[src/rtl/cp0_pkg.sv]
// Shared definitions for the CP0 register block: register numbers, exception codes,
// Status/Cause bit positions and the per-cycle update-source selector.
package cp0_pkg;

    localparam logic [4:0] CP0_BADVADDR = 5'd8;
    localparam logic [4:0] CP0_COUNT    = 5'd9;
    localparam logic [4:0] CP0_COMPARE  = 5'd11;
    localparam logic [4:0] CP0_STATUS   = 5'd12;
    localparam logic [4:0] CP0_CAUSE    = 5'd13;
    localparam logic [4:0] CP0_EPC      = 5'd14;
    localparam logic [4:0] CP0_PRID     = 5'd15;

    typedef enum logic [4:0] {
        EXC_INT  = 5'd0,
        EXC_ADEL = 5'd4,
        EXC_ADES = 5'd5,
        EXC_SYS  = 5'd8,
        EXC_BP   = 5'd9,
        EXC_RI   = 5'd10,
        EXC_OV   = 5'd12
    } exc_code_e;

    localparam int ST_IE  = 0;
    localparam int ST_EXL = 1;
    localparam int ST_BEV = 22;
    localparam int CA_TI  = 30;
    localparam int CA_BD  = 31;

    localparam logic [31:0] STATUS_RESET = 32'h0040_0000;
    localparam logic [31:0] STATUS_WMASK = 32'h0000_FF03;

    typedef enum logic [1:0] {
        UPD_NONE,
        UPD_EXC,
        UPD_ERET,
        UPD_MTC0
    } upd_e;

    // One architectural update per cycle: exception beats ERET beats MTC0.
    function automatic upd_e upd_select(input logic exc_valid, input logic eret,
                                        input logic mtc0_we);
        if (exc_valid)    return UPD_EXC;
        else if (eret)    return UPD_ERET;
        else if (mtc0_we) return UPD_MTC0;
        else              return UPD_NONE;
    endfunction

endpackage

[src/rtl/cp0_timer.sv]
// Count/Compare timer: prescaled free-running Count, Compare register and sticky
// timer interrupt TI. Only instantiated when CP0_TIMER_EN is defined.
module cp0_timer
    import cp0_pkg::*;
#(
    parameter int WIDTH     = 32,
    parameter int COUNT_DIV = 2
) (
    input  logic             clk,
    input  logic             rst,
    input  logic             count_we,
    input  logic             compare_we,
    input  logic [WIDTH-1:0] wdata,
    output logic [WIDTH-1:0] count,
    output logic [WIDTH-1:0] compare,
    output logic             ti
);

    localparam int PW = (COUNT_DIV > 1) ? $clog2(COUNT_DIV) : 1;
    localparam logic [PW-1:0] PS_LAST = PW'(COUNT_DIV - 1);

    logic [PW-1:0] prescale;

    always_ff @(posedge clk or posedge rst) begin
        if (rst) begin
            count    <= '0;
            compare  <= '0;
            prescale <= '0;
            ti       <= 1'b0;
        end else begin
            if (count_we) begin
                count    <= wdata;
                prescale <= '0;
            end else if (prescale == PS_LAST) begin
                count    <= count + WIDTH'(1);
                prescale <= '0;
            end else begin
                prescale <= prescale + PW'(1);
            end

            // A Compare write acknowledges the interrupt and wins over a coincident match.
            if (compare_we) begin
                compare <= wdata;
                ti      <= 1'b0;
            end else if (count == compare && compare != '0) begin
                ti <= 1'b1;
            end
        end
    end

endmodule

[src/rtl/cp0_core.sv]
// MIPS CP0 register block with precise exception commit, ERET and interrupt request.
// Define CP0_TIMER_EN to include the Count/Compare timer (registers 9 and 11, TI).
module cp0_core
    import cp0_pkg::*;
#(
    parameter int          WIDTH      = 32,
    parameter int          HW_INT     = 6,
    parameter int          COUNT_DIV  = 2,
    parameter logic [31:0] PRID_VALUE = 32'h0000_4220
) (
    input  logic              clk,
    input  logic              rst,
    input  logic [HW_INT-1:0] hw_int,
    input  logic              mtc0_we,
    input  logic [4:0]        waddr,
    input  logic [WIDTH-1:0]  wdata,
    input  logic [4:0]        raddr,
    output logic [WIDTH-1:0]  rdata,
    input  logic              exc_valid,
    input  logic [4:0]        exc_code,
    input  logic              exc_bd,
    input  logic [WIDTH-1:0]  exc_pc,
    input  logic              exc_bad_we,
    input  logic [WIDTH-1:0]  exc_badvaddr,
    input  logic              eret,
    output logic              int_req,
    output logic [WIDTH-1:0]  epc_out,
    output logic [WIDTH-1:0]  status_out,
    output logic [WIDTH-1:0]  cause_out,
    output logic              timer_int
);

    upd_e              upd;
    logic              mtc0_go;
    logic [WIDTH-1:0]  status_q;
    logic [WIDTH-1:0]  epc_q;
    logic [WIDTH-1:0]  badvaddr_q;
    logic              bd_q;
    logic [4:0]        exc_code_q;
    logic [1:0]        sw_ip_q;
    logic [HW_INT-1:0] hw_ip_q;
    logic [5:0]        hw6;
    logic [7:0]        ip;
    logic [WIDTH-1:0]  count;
    logic [WIDTH-1:0]  compare;
    logic              ti;

    assign upd     = upd_select(exc_valid, eret, mtc0_we);
    assign mtc0_go = (upd == UPD_MTC0);

`ifdef CP0_TIMER_EN
    cp0_timer #(
        .WIDTH     (WIDTH),
        .COUNT_DIV (COUNT_DIV)
    ) u_timer (
        .clk        (clk),
        .rst        (rst),
        .count_we   (mtc0_go && waddr == CP0_COUNT),
        .compare_we (mtc0_go && waddr == CP0_COMPARE),
        .wdata      (wdata),
        .count      (count),
        .compare    (compare),
        .ti         (ti)
    );
`else
    assign count   = '0;
    assign compare = '0;
    assign ti      = 1'b0;
`endif

    always_ff @(posedge clk or posedge rst) begin
        if (rst) begin
            status_q   <= WIDTH'(STATUS_RESET);
            epc_q      <= '0;
            badvaddr_q <= '0;
            bd_q       <= 1'b0;
            exc_code_q <= '0;
            sw_ip_q    <= '0;
            hw_ip_q    <= '0;
        end else begin
            // NOTE: non-blocking so every register samples pre-edge values of its neighbours.
            hw_ip_q <= hw_int;
            case (upd)
                UPD_EXC: begin
                    if (!status_q[ST_EXL]) begin
                        epc_q <= exc_pc;
                        bd_q  <= exc_bd;
                    end
                    exc_code_q       <= exc_code;
                    status_q[ST_EXL] <= 1'b1;
                    if (exc_bad_we) badvaddr_q <= exc_badvaddr;
                end
                UPD_ERET: status_q[ST_EXL] <= 1'b0;
                UPD_MTC0: begin
                    case (waddr)
                        CP0_STATUS: status_q <= (status_q & ~WIDTH'(STATUS_WMASK))
                                              | (wdata & WIDTH'(STATUS_WMASK));
                        CP0_CAUSE:  sw_ip_q  <= wdata[9:8];
                        CP0_EPC:    epc_q    <= wdata;
                        default:    ;
                    endcase
                end
                default: ;
            endcase
        end
    end

    // Zero-extend the sampled lines to the six hardware IP slots.
    always_comb begin
        hw6             = '0;
        hw6[HW_INT-1:0] = hw_ip_q;
    end

    assign ip        = {hw6[5] | ti, hw6[4:0], sw_ip_q};
    assign cause_out = WIDTH'({bd_q, ti, 14'b0, ip, 1'b0, exc_code_q, 2'b0});
    assign status_out = status_q;
    assign epc_out    = epc_q;
    assign timer_int  = ti;
    assign int_req    = status_q[ST_IE] & ~status_q[ST_EXL] & |(ip & status_q[15:8]);

    always_comb begin
        // NOTE: default first so unlisted addresses cannot infer a latch.
        rdata = '0;
        if (!rst) begin
            case (raddr)
                CP0_BADVADDR: rdata = badvaddr_q;
                CP0_COUNT:    rdata = count;
                CP0_COMPARE:  rdata = compare;
                CP0_STATUS:   rdata = status_q;
                CP0_CAUSE:    rdata = cause_out;
                CP0_EPC:      rdata = epc_q;
                CP0_PRID:     rdata = WIDTH'(PRID_VALUE);
                default:      rdata = '0;
            endcase
        end
    end

endmodule

[config.mk]
export PLATFORM = sky130hd
export DESIGN_NAME = cp0_core
export DESIGN_NICKNAME = d
export VERILOG_FILES = /design/src/rtl/cp0_pkg.sv /design/src/rtl/cp0_timer.sv /design/src/rtl/cp0_core.sv
export SDC_FILE = /design/constraint.sdc
export NUM_CORES = 1
export LEC_CHECK = 0
export BUFFER_PORTS_ARGS = -buffer_cell sky130_fd_sc_hd__buf_2
export CORE_MARGIN = 2
export CORE_UTILIZATION = 46
export DETAILED_ROUTE_END_ITERATION = 7
export GPL_ROUTABILITY_DRIVEN = 0
export PLACE_DENSITY_LB_ADDON = 0.08
export SLEW_MARGIN = 5
export SYNTH_ARGS = -nofsm -noshare
export SYNTH_HDL_FRONTEND = slang
export SYNTH_SLANG_ARGS = --single-unit
[constraint.sdc]
create_clock -name clk -period 6.3 [get_ports clk]
set_input_delay 1.26 -clock clk [delete_from_list [all_inputs] [get_ports clk]]
set_output_delay 1.26 -clock clk [all_outputs]
set_load 0.02 [all_outputs]
# Word level (Yosys, flattened, before mapping)

Cells that the tools add are included.

Output and inout port bits: 130
Input port bits: 124
Bits in registers: 110

Equal/unequal tests: 14
Reduce and logical (&&, ||, !) cells: 9
Bitwise operators: 5
Mux-type cells: 10

Operator list:

| cell                                                            | number |
|---|---|
| 32-bit one-hot mux with 5 select lines                          | 1 |
| 32-bit two-way mux                                              | 3 |
| 32-bit one-hot mux with 2 select lines                          | 1 |
| 5-bit by 4-bit == test with 1-bit output, second input constant | 8 |
| 32-bit by 16-bit bitwise OR with 32-bit output                  | 1 |
| 2-bit AND reduction                                             | 5 |
| 8-bit AND                                                       | 1 |
| 2-bit two-way mux                                               | 4 |
| 8-bit OR reduction                                              | 1 |
| 2-bit == test, second input constant                            | 2 |
| 2-bit by 1-bit != test with 1-bit output, second input constant | 2 |
| 1-bit one-hot mux with 3 select lines                           | 1 |
| 3-bit AND reduction                                             | 1 |
| 3-bit nonzero test                                              | 1 |
| 1-bit AND                                                       | 2 |
| 2-bit by 1-bit == test with 1-bit output, second input constant | 1 |
| 2-bit != test, second input constant                            | 1 |
| 2-bit nonzero test                                              | 1 |
| 1-bit NOT                                                       | 1 |

# Depth between registers and ports, before layout

Gate-level depths: netlist of the first run.

Depth after elaboration: 6
Mapped depth: 9
Gate-level depth less buffers: 7

# Worst setup path before layout of the first run

No wires, ideal clock.

Path type: input to output
From: in raddr[2]
To: out rdata[2]
Setup slack: 2.551 ns
Data arrival time: 2.489 ns
Stages on the path: 6
Buffers on the path: 3
Cell sequence: buf_2 > and3b_1 > buf_2 > clkbuf_1 > o21ai_0 > a21oi_1

Word-level cells in the longest chain between the ends: 3

RTL lines:

| element                                  | RTL line        | RTL |
|---|---|---|
| from (decl)                              | cp0_core.sv:17  | `input logic [4:0] raddr,` |
| 5-bit by 4-bit == test with 1-bit output | cp0_core.sv:125 | `case (raddr)` |
| 32-bit one-hot mux with 5 select lines * | cp0_core.sv:125 |  |
| 32-bit two-way mux *                     | cp0_core.sv:124 | `if (!rst) begin` |
| to (decl)                                | cp0_core.sv:18  | `output logic [WIDTH-1:0] rdata,` |

Mark *: on every way between the ends. The rest lies on a longest branch, timed or not.

# Worst setup path in the final report of the first run

From: in raddr[2]
To: out rdata[5]

Same word-level chain as after synthesis.

==> flow_metrics.py, run 1 <==
metrics = {
    "status": {
        "status": "completed",
    },
    "finish": {
        "multi_input_area_mm2": 0.002549,
        "seqCellArea_mm2": 0.002202,
        "drive_gt1_share_pct": 57.71,
        "n_fill_cell": 970,
        "final_net_count": 752,
        "synthToLayoutAreaGrowth_pct": 22.52,
    },
    "placement": {
        "dp_slack_ps": 1650,
        "port_buffers": 212,
        "dp_hpwl_um": 9812,
    },
    "clocking": {
        "cts.sinks": 88,
        "cts_tree": "done",
        "cts_buffer_depth": 2,
        "cts_resized": 0,
        "htreeDepth": 3,
        "cts_buffers": 9,
        "post_cts_buffers": 0,
        "cts-hold-fix-buffers": 0,
        "path_clk_slew_ps": 80,
        "clock_latency_ps": 370,
        "root_buffer": "clkbuf_8",
    },
    "synth": {
        "ys_warn_count": 0,
        "muxShareOfSynthArea_pct": 27.91,
        "synth_fa_ha_area_share_pct": 0.7384,
        "synth_seq_area_share_pct": 43.32,
        "ys_async_sr_fraction_pct": 100.0,
        "ys_types": 36,
        "synth_area_mm2": 0.005084,
        "synth-seq-cells": 88,
        "synthCells": 433,
        "synth-simple-area-share_pct": 10.80,
        "synth-compound-area-share_pct": 7.113,
        "synth-main-ff-cell": "dfrtp_1",
        "synth_edf_count": 0,
        "avgSynthCellArea_um2": 11.74,
        "synth_xor_xnor_area_share_pct": 0,
        "synth_top_family_by_area": "multiplexers",
    },
    "sta": {
        "fin_skew_ps": 6.160,
        "worst_pin_slew_ps": 1120,
        "clock.fmax_mhz": 227.1,
        "setup_slack_ps": 1897,
        "final_hold_viol_count": 0,
        "slew_headroom_pct": 25.02,
        "slew_violations": 0,
        "fin_crit_sh_pct": 69.89,
        "layout_min_cycle_time_ps": 4403,
        "finalSetupTns_ps": 0,
        "rsz0062_at_grt": "no",
        "setup_viol": 0,
    },
    "floorplanning": {
        "die_area_mm2": 0.01191,
        "die_w_um": 109.1,
        "die_h_um": 109.1,
        "io_pins": 254,
        "num_rows": 38,
        "core_area_mm2": 0.01079,
        "start_util_pct": 47.10,
    },
    "worst_setup_path": {
        "timing_worst_setup_path_type": "in -> out",
        "start_kind": "input port",
        "required_ps": 5040,
        "arrival_ps": 3140,
        "end_kind": "output port",
        "crit_fanout": 38,
    },
    "min_path": {
        "hold_class": "reg -> reg",
    },
    "power_and_ir_drop": {
        "power_density_mw_per_mm2": 276.5,
        "leakagePower_nw": 2.997,
        "seqPwrFrac_pct": 46.1,
        "power_frac_comb_pct": 31.1,
        "netSwitchingPower_w": 0.0005924,
        "total_power_w": 0.001722,
        "pwr-share-clk_pct": 22.8,
        "swShare_pct": 34.40,
        "peakVddDrop_uv": 187.8,
        "p_int_w": 0.001130,
    },
    "drt": {
        "wire_per_inst_um": 17.83,
        "drc": 0,
        "viasPerCell": 5.228,
        "dr.pass1.iters": 4,
        "drt_iter0_markers": 195,
        "drt-total-wl_um": 13750,
        "vias": 4031,
        "postRouteAntennaNets": 0,
    },
    "global_routing": {
        "antenna_found_initial": 2,
        "grt_pass1_wl_um": 20900,
        "grt_overflow_total": 0,
        "grt_pass1_vias": 4060,
        "grt_max_degree": 49,
        "gr-usage-all-layers_pct": 23.60,
    },
    "run": {
        "cap_violations": 0,
    },
}
-- layout make-up --
| class | count | share of cell area (%) |
|---|---|---|
| repair buffers | 216 | 17.52 |
| multi-input cells | 305 | 40.92 |
| well taps | 140 | 2.812 |
| clock inverters | 4 | 0.7232 |
| clock buffers | 11 | 2.270 |
| flip-flops and latches | 88 | 35.36 |
| inverters | 5 | 0.3214 |
| diodes | 2 | 0.08035 |
-- metal layers --
| layer | up-vias | track usage [%] | routed length, um |
|---|---|---|---|
| met5 | - | 0 | 0 |
| met4 | 0 | 8.974 | 274 |
| met3 | 24 | 7.113 | 1072 |
| met2 | 180 | 38.95 | 6691 |
| met1 | 1966 | 29.01 | 5711 |
| li1 | 1861 | - | - |
-- metrics by stage --
step                      instances  instance area, um2  util (%)  hold slack, ps
final                           771                6228     57.71           512.7
after detailed placement        754                6037     55.94           494.5
after CTS                       769                6223     57.66           513.1
after global placement          754                6037     55.94           486.5
after floorplan                 472                5230         -           475.3
after global routing            770                6226     57.69           524.7
-- cells in the final DEF, fill, tap and decap left out, types with 8 or more instances in the layout --
cell / count
and3b_1: 11
buf_2: 212
nand3b_1: 22
nand3_1: 25
mux2_4: 9
a32oi_1: 8
dfrtp_1: 88
o21ai_0: 8
clkbuf_8: 10
conb_1: 41
a21oi_1: 28
mux2_2: 114
-- sequential cells by signal (all words and copies together) (netlist names) --
register and cells:
sw_ip_q 2, bd_q 1, epc_out 32, badvaddr_q 32
exc_code_q 5, hw6 6, status_out 10
-- power by group through the flow --
stage | logic (W) | registers, W | clock network (W)
final | 0.000536 | 0.000795 | 0.000392
after global placement | 0.000529 | 0.000804 | 0
after floorplan | 0.000275 | 0.000891 | 0
after CTS | 0.000541 | 0.000797 | 0.000402
after global routing | 0.000578 | 0.000813 | 0.000430
after detailed placement | 0.000539 | 0.000807 | 0
-- worst max-delay path, cell delays in order --
cell     delay, ps
buf_2          550
and3b_1        260
buf_4          390
nand3_1        130
a31oi_1        320
buf_2          230
-- Yosys cell counts, types with 2 or more instances --
library cell / count / area, um2
conb_1: 2 / 7.510
clkbuf_1: 15 / 56.30
nor2b_1: 3 / 18.77
nand3_1: 25 / 125.1
nand2_1: 3 / 11.26
buf_6: 5 / 56.30
dfrtp_1: 88 / 2202
a32oi_1: 8 / 70.07
o21ai_1: 2 / 10.01
o21ai_0: 8 / 40.04
ha_1: 3 / 37.54
buf_4: 42 / 315.3
nand3b_1: 22 / 165.2
nor3b_1: 2 / 15.01
and2_1: 2 / 12.51
mux2_2: 114 / 1284
a21oi_1: 28 / 140.1
buf_2: 12 / 60.06
mux2_4: 9 / 135.1
a22oi_1: 2 / 15.01
a31oi_1: 3 / 18.77
inv_1: 5 / 18.77
and3b_1: 11 / 96.34
nor2_1: 7 / 26.28
-- cells by family after synthesis --
kind of cell	after synthesis
buf+inv	79
other cells	2
fa+ha+maj	3
compound gates	56
simple gates	82
mux	123
flops	88
-- path summary, 6_finish.rpt --
kind                                      startpoint                   endpoint  slack (ps)  cells after the start
setup / recovery                            raddr[2]                   rdata[5]        1900                      6
hold / removal             badvaddr_q[0]$_DFFE_PP0P_  badvaddr_q[0]$_DFFE_PP0P_         510                      1
setup reg to reg           status_out[1]$_DFFE_PP0P_    epc_out[13]$_DFFE_PP0P_        3980                      4
hold reg to reg            badvaddr_q[0]$_DFFE_PP0P_  badvaddr_q[0]$_DFFE_PP0P_         510                      1
max in group asynchronous                        rst    epc_out[25]$_DFFE_PP0P_        4230                      3
min in group asynchronous                        rst  status_out[1]$_DFFE_PP0P_         980                      2
No activity file was read; power rests on OpenSTA's default activity.
==> inputs of run 2 (changes only) <==
--- a/config.mk
+++ b/config.mk
@@ -7,7 +7,7 @@
 export LEC_CHECK = 0
 export BUFFER_PORTS_ARGS = -buffer_cell sky130_fd_sc_hd__buf_2
 export CORE_MARGIN = 2
-export CORE_UTILIZATION = 46
+export CORE_UTILIZATION = 42
 export DETAILED_ROUTE_END_ITERATION = 7
 export GPL_ROUTABILITY_DRIVEN = 0
 export PLACE_DENSITY_LB_ADDON = 0.08
==> constraint.sdc (replaced) <==
create_clock -name clk -period 4 [get_ports clk]
set_input_delay 0.8 -clock clk [delete_from_list [all_inputs] [get_ports clk]]
set_output_delay 0.8 -clock clk [all_outputs]
set_load 0.02 [all_outputs]
==> run 2 against run 1 <==
Clock power grew 110%. Final area rose by 2.5%. Sequential share of layout area shrank 0.87 points. Worst setup slack got worse by 1000 ps. Hold slack worse by 6.6 ps. Clock skew down 3.0 ps. Register-to-register slack worse by 1900 ps. Clock-buffer cell count grew 3. Total power is 70% higher.
==> flow_metrics.py, run 2 (synthesis results as in run 1) <==
metrics = {
    "sta": {
        "setup_viol": 0,
        "slew_violations": 0,
        "rsz0062_at_grt": "no",
        "fin_crit_sh_pct": 78.33,
        "final_hold_viol_count": 0,
        "fin_skew_ps": 3.120,
        "layout_min_cycle_time_ps": 3133,
        "slew_headroom_pct": 35.95,
        "finalSetupTns_ps": 0,
        "clock.fmax_mhz": 319.2,
        "worst_pin_slew_ps": 960.8,
    },
    "clocking": {
        "cts-hold-fix-buffers": 0,
        "path_clk_slew_ps": 60,
        "cts_tree": "done",
        "root_buffer": "clkbuf_16",
        "htreeDepth": 3,
        "cts_buffer_depth": 2,
        "clock_latency_ps": 350,
        "post_cts_buffers": 0,
        "cts.sinks": 88,
        "cts_resized": 0,
        "cts_buffers": 9,
    },
    "worst_setup_path": {
        "slowest_delay_ps": 470,
        "critPathSlowestCell": "nor2b_2",
        "cpMostUsedCell": "buf_2",
        "path_cells": "buf_2, nor2b_2, buf_4, nand3_1, a21oi_1, buf_2",
        "timing_worst_setup_path_type": "in -> out",
        "arrival_ps": 2330,
        "end_kind": "output port",
        "crit_fanout": 18,
        "start_kind": "input port",
        "required_ps": 3200,
    },
    "drt": {
        "viasPerCell": 5.209,
        "wl_met3_um": 1242,
        "wire_per_inst_um": 18.21,
        "drc": 0,
        "dr.max_layer_used": "met5",
        "vias": 4089,
        "postRouteAntennaNets": 0,
        "drt-met1-wl_um": 5752,
        "drt-total-wl_um": 14290,
        "dr.pass1.iters": 4,
        "wl_met2_um": 7063,
        "drt_iter0_markers": 248,
    },
    "finish": {
        "n_fill_cell": 1097,
        "layout_commonest_cell": "buf_2",
        "synthToLayoutAreaGrowth_pct": 25.60,
        "drive_gt1_share_pct": 58.18,
        "seqCellArea_mm2": 0.002202,
        "multi_input_area_mm2": 0.002550,
        "final_net_count": 758,
        "most-common-layout-cells": "212 x buf_2, 114 x mux2_2, 88 x dfrtp_1, 41 x conb_1, 28 x a21oi_1",
    },
    "power_and_ir_drop": {
        "power_density_mw_per_mm2": 457.4,
        "total_power_w": 0.002920,
        "peakVddDrop_uv": 265.2,
        "leakagePower_nw": 3.067,
    },
    "run": {
        "cap_violations": 0,
    },
    "floorplanning": {
        "core_area_mm2": 0.01191,
        "die_h_um": 114.0,
        "io_pins": 254,
        "die_w_um": 114.0,
        "start_util_pct": 42.68,
        "num_rows": 40,
        "die_area_mm2": 0.01300,
    },
    "global_routing": {
        "antenna_found_initial": 2,
        "grt_overflow_total": 0,
        "gr-usage-all-layers_pct": 22.28,
        "grt_pass1_vias": 4134,
        "grt_pass1_wl_um": 22140,
        "grt_max_degree": 77,
    },
    "placement": {
        "dp_hpwl_um": 10170,
        "port_buffers": 212,
    },
    "status": {
        "status": "completed",
    },
    "min_path": {
        "hold_class": "reg -> reg",
    },
}
==> run 2: layout make-up <==
class | count | share of cell area, %
tap | 147 | 2.881
clock inverter | 2 | 0.1960
antenna | 2 | 0.07839
inverter | 5 | 0.3331
clock buffer | 14 | 4.292
multi-input combinational | 305 | 39.94
timing repair buffer | 222 | 17.79
sequential | 88 | 34.49
==> run 2: routing by layer <==
metal  global-route usage (%)  vias up
met5                        0        -
li1                         -     1877
met2                    37.90      193
met1                    26.80     1995
met3                    7.545       22
met4                    6.667        2
==> run 2: through the flow <==
stage / instance area (um2) / util [%] / hold slack (ps) / std cells / worst slack [ps]
after floorplan: 5230 / - / 475.3 / 472 / 921.4
after global placement: 6093 / 51.16 / 484.6 / 767 / 725.9
after detailed placement: 6093 / 51.16 / 493.8 / 767 / 670.2
after CTS: 6380 / 53.56 / 508.0 / 783 / 876.5
after global routing: 6380 / 53.56 / 525.4 / 783 / 766.6
final: 6385 / 53.60 / 506.1 / 785 / 866.7
==> run 2: worst max-delay path, delay by kind of cell <==
kind            cells  cell delay [ps]
simple gates        2              580
compound gates      1              170
buf+inv             3              790
==> run 2: power breakdown <==
group	total, W	switching, W	internal, W
registers	0.00126	0.000157	0.00110
logic	0.000843	0.000457	0.000386
clock network	0.000821	0.000349	0.000472
==> run 2: final timing paths <==
check,start,to,slack (ps),cells past startpoint
min in group asynchronous,rst,status_out[11]$_DFFE_PP0P_,690,2
worst min-delay path,badvaddr_q[8]$_DFFE_PP0P_,badvaddr_q[8]$_DFFE_PP0P_,510,1
worst max register to register,status_out[1]$_DFFE_PP0P_,epc_out[26]$_DFFE_PP0P_,2130,4
worst max-delay path,raddr[1],rdata[18],870,6
max in group asynchronous,rst,sw_ip_q[0]$_DFFE_PP0P_,2580,3
worst min register to register,badvaddr_q[8]$_DFFE_PP0P_,badvaddr_q[8]$_DFFE_PP0P_,510,1
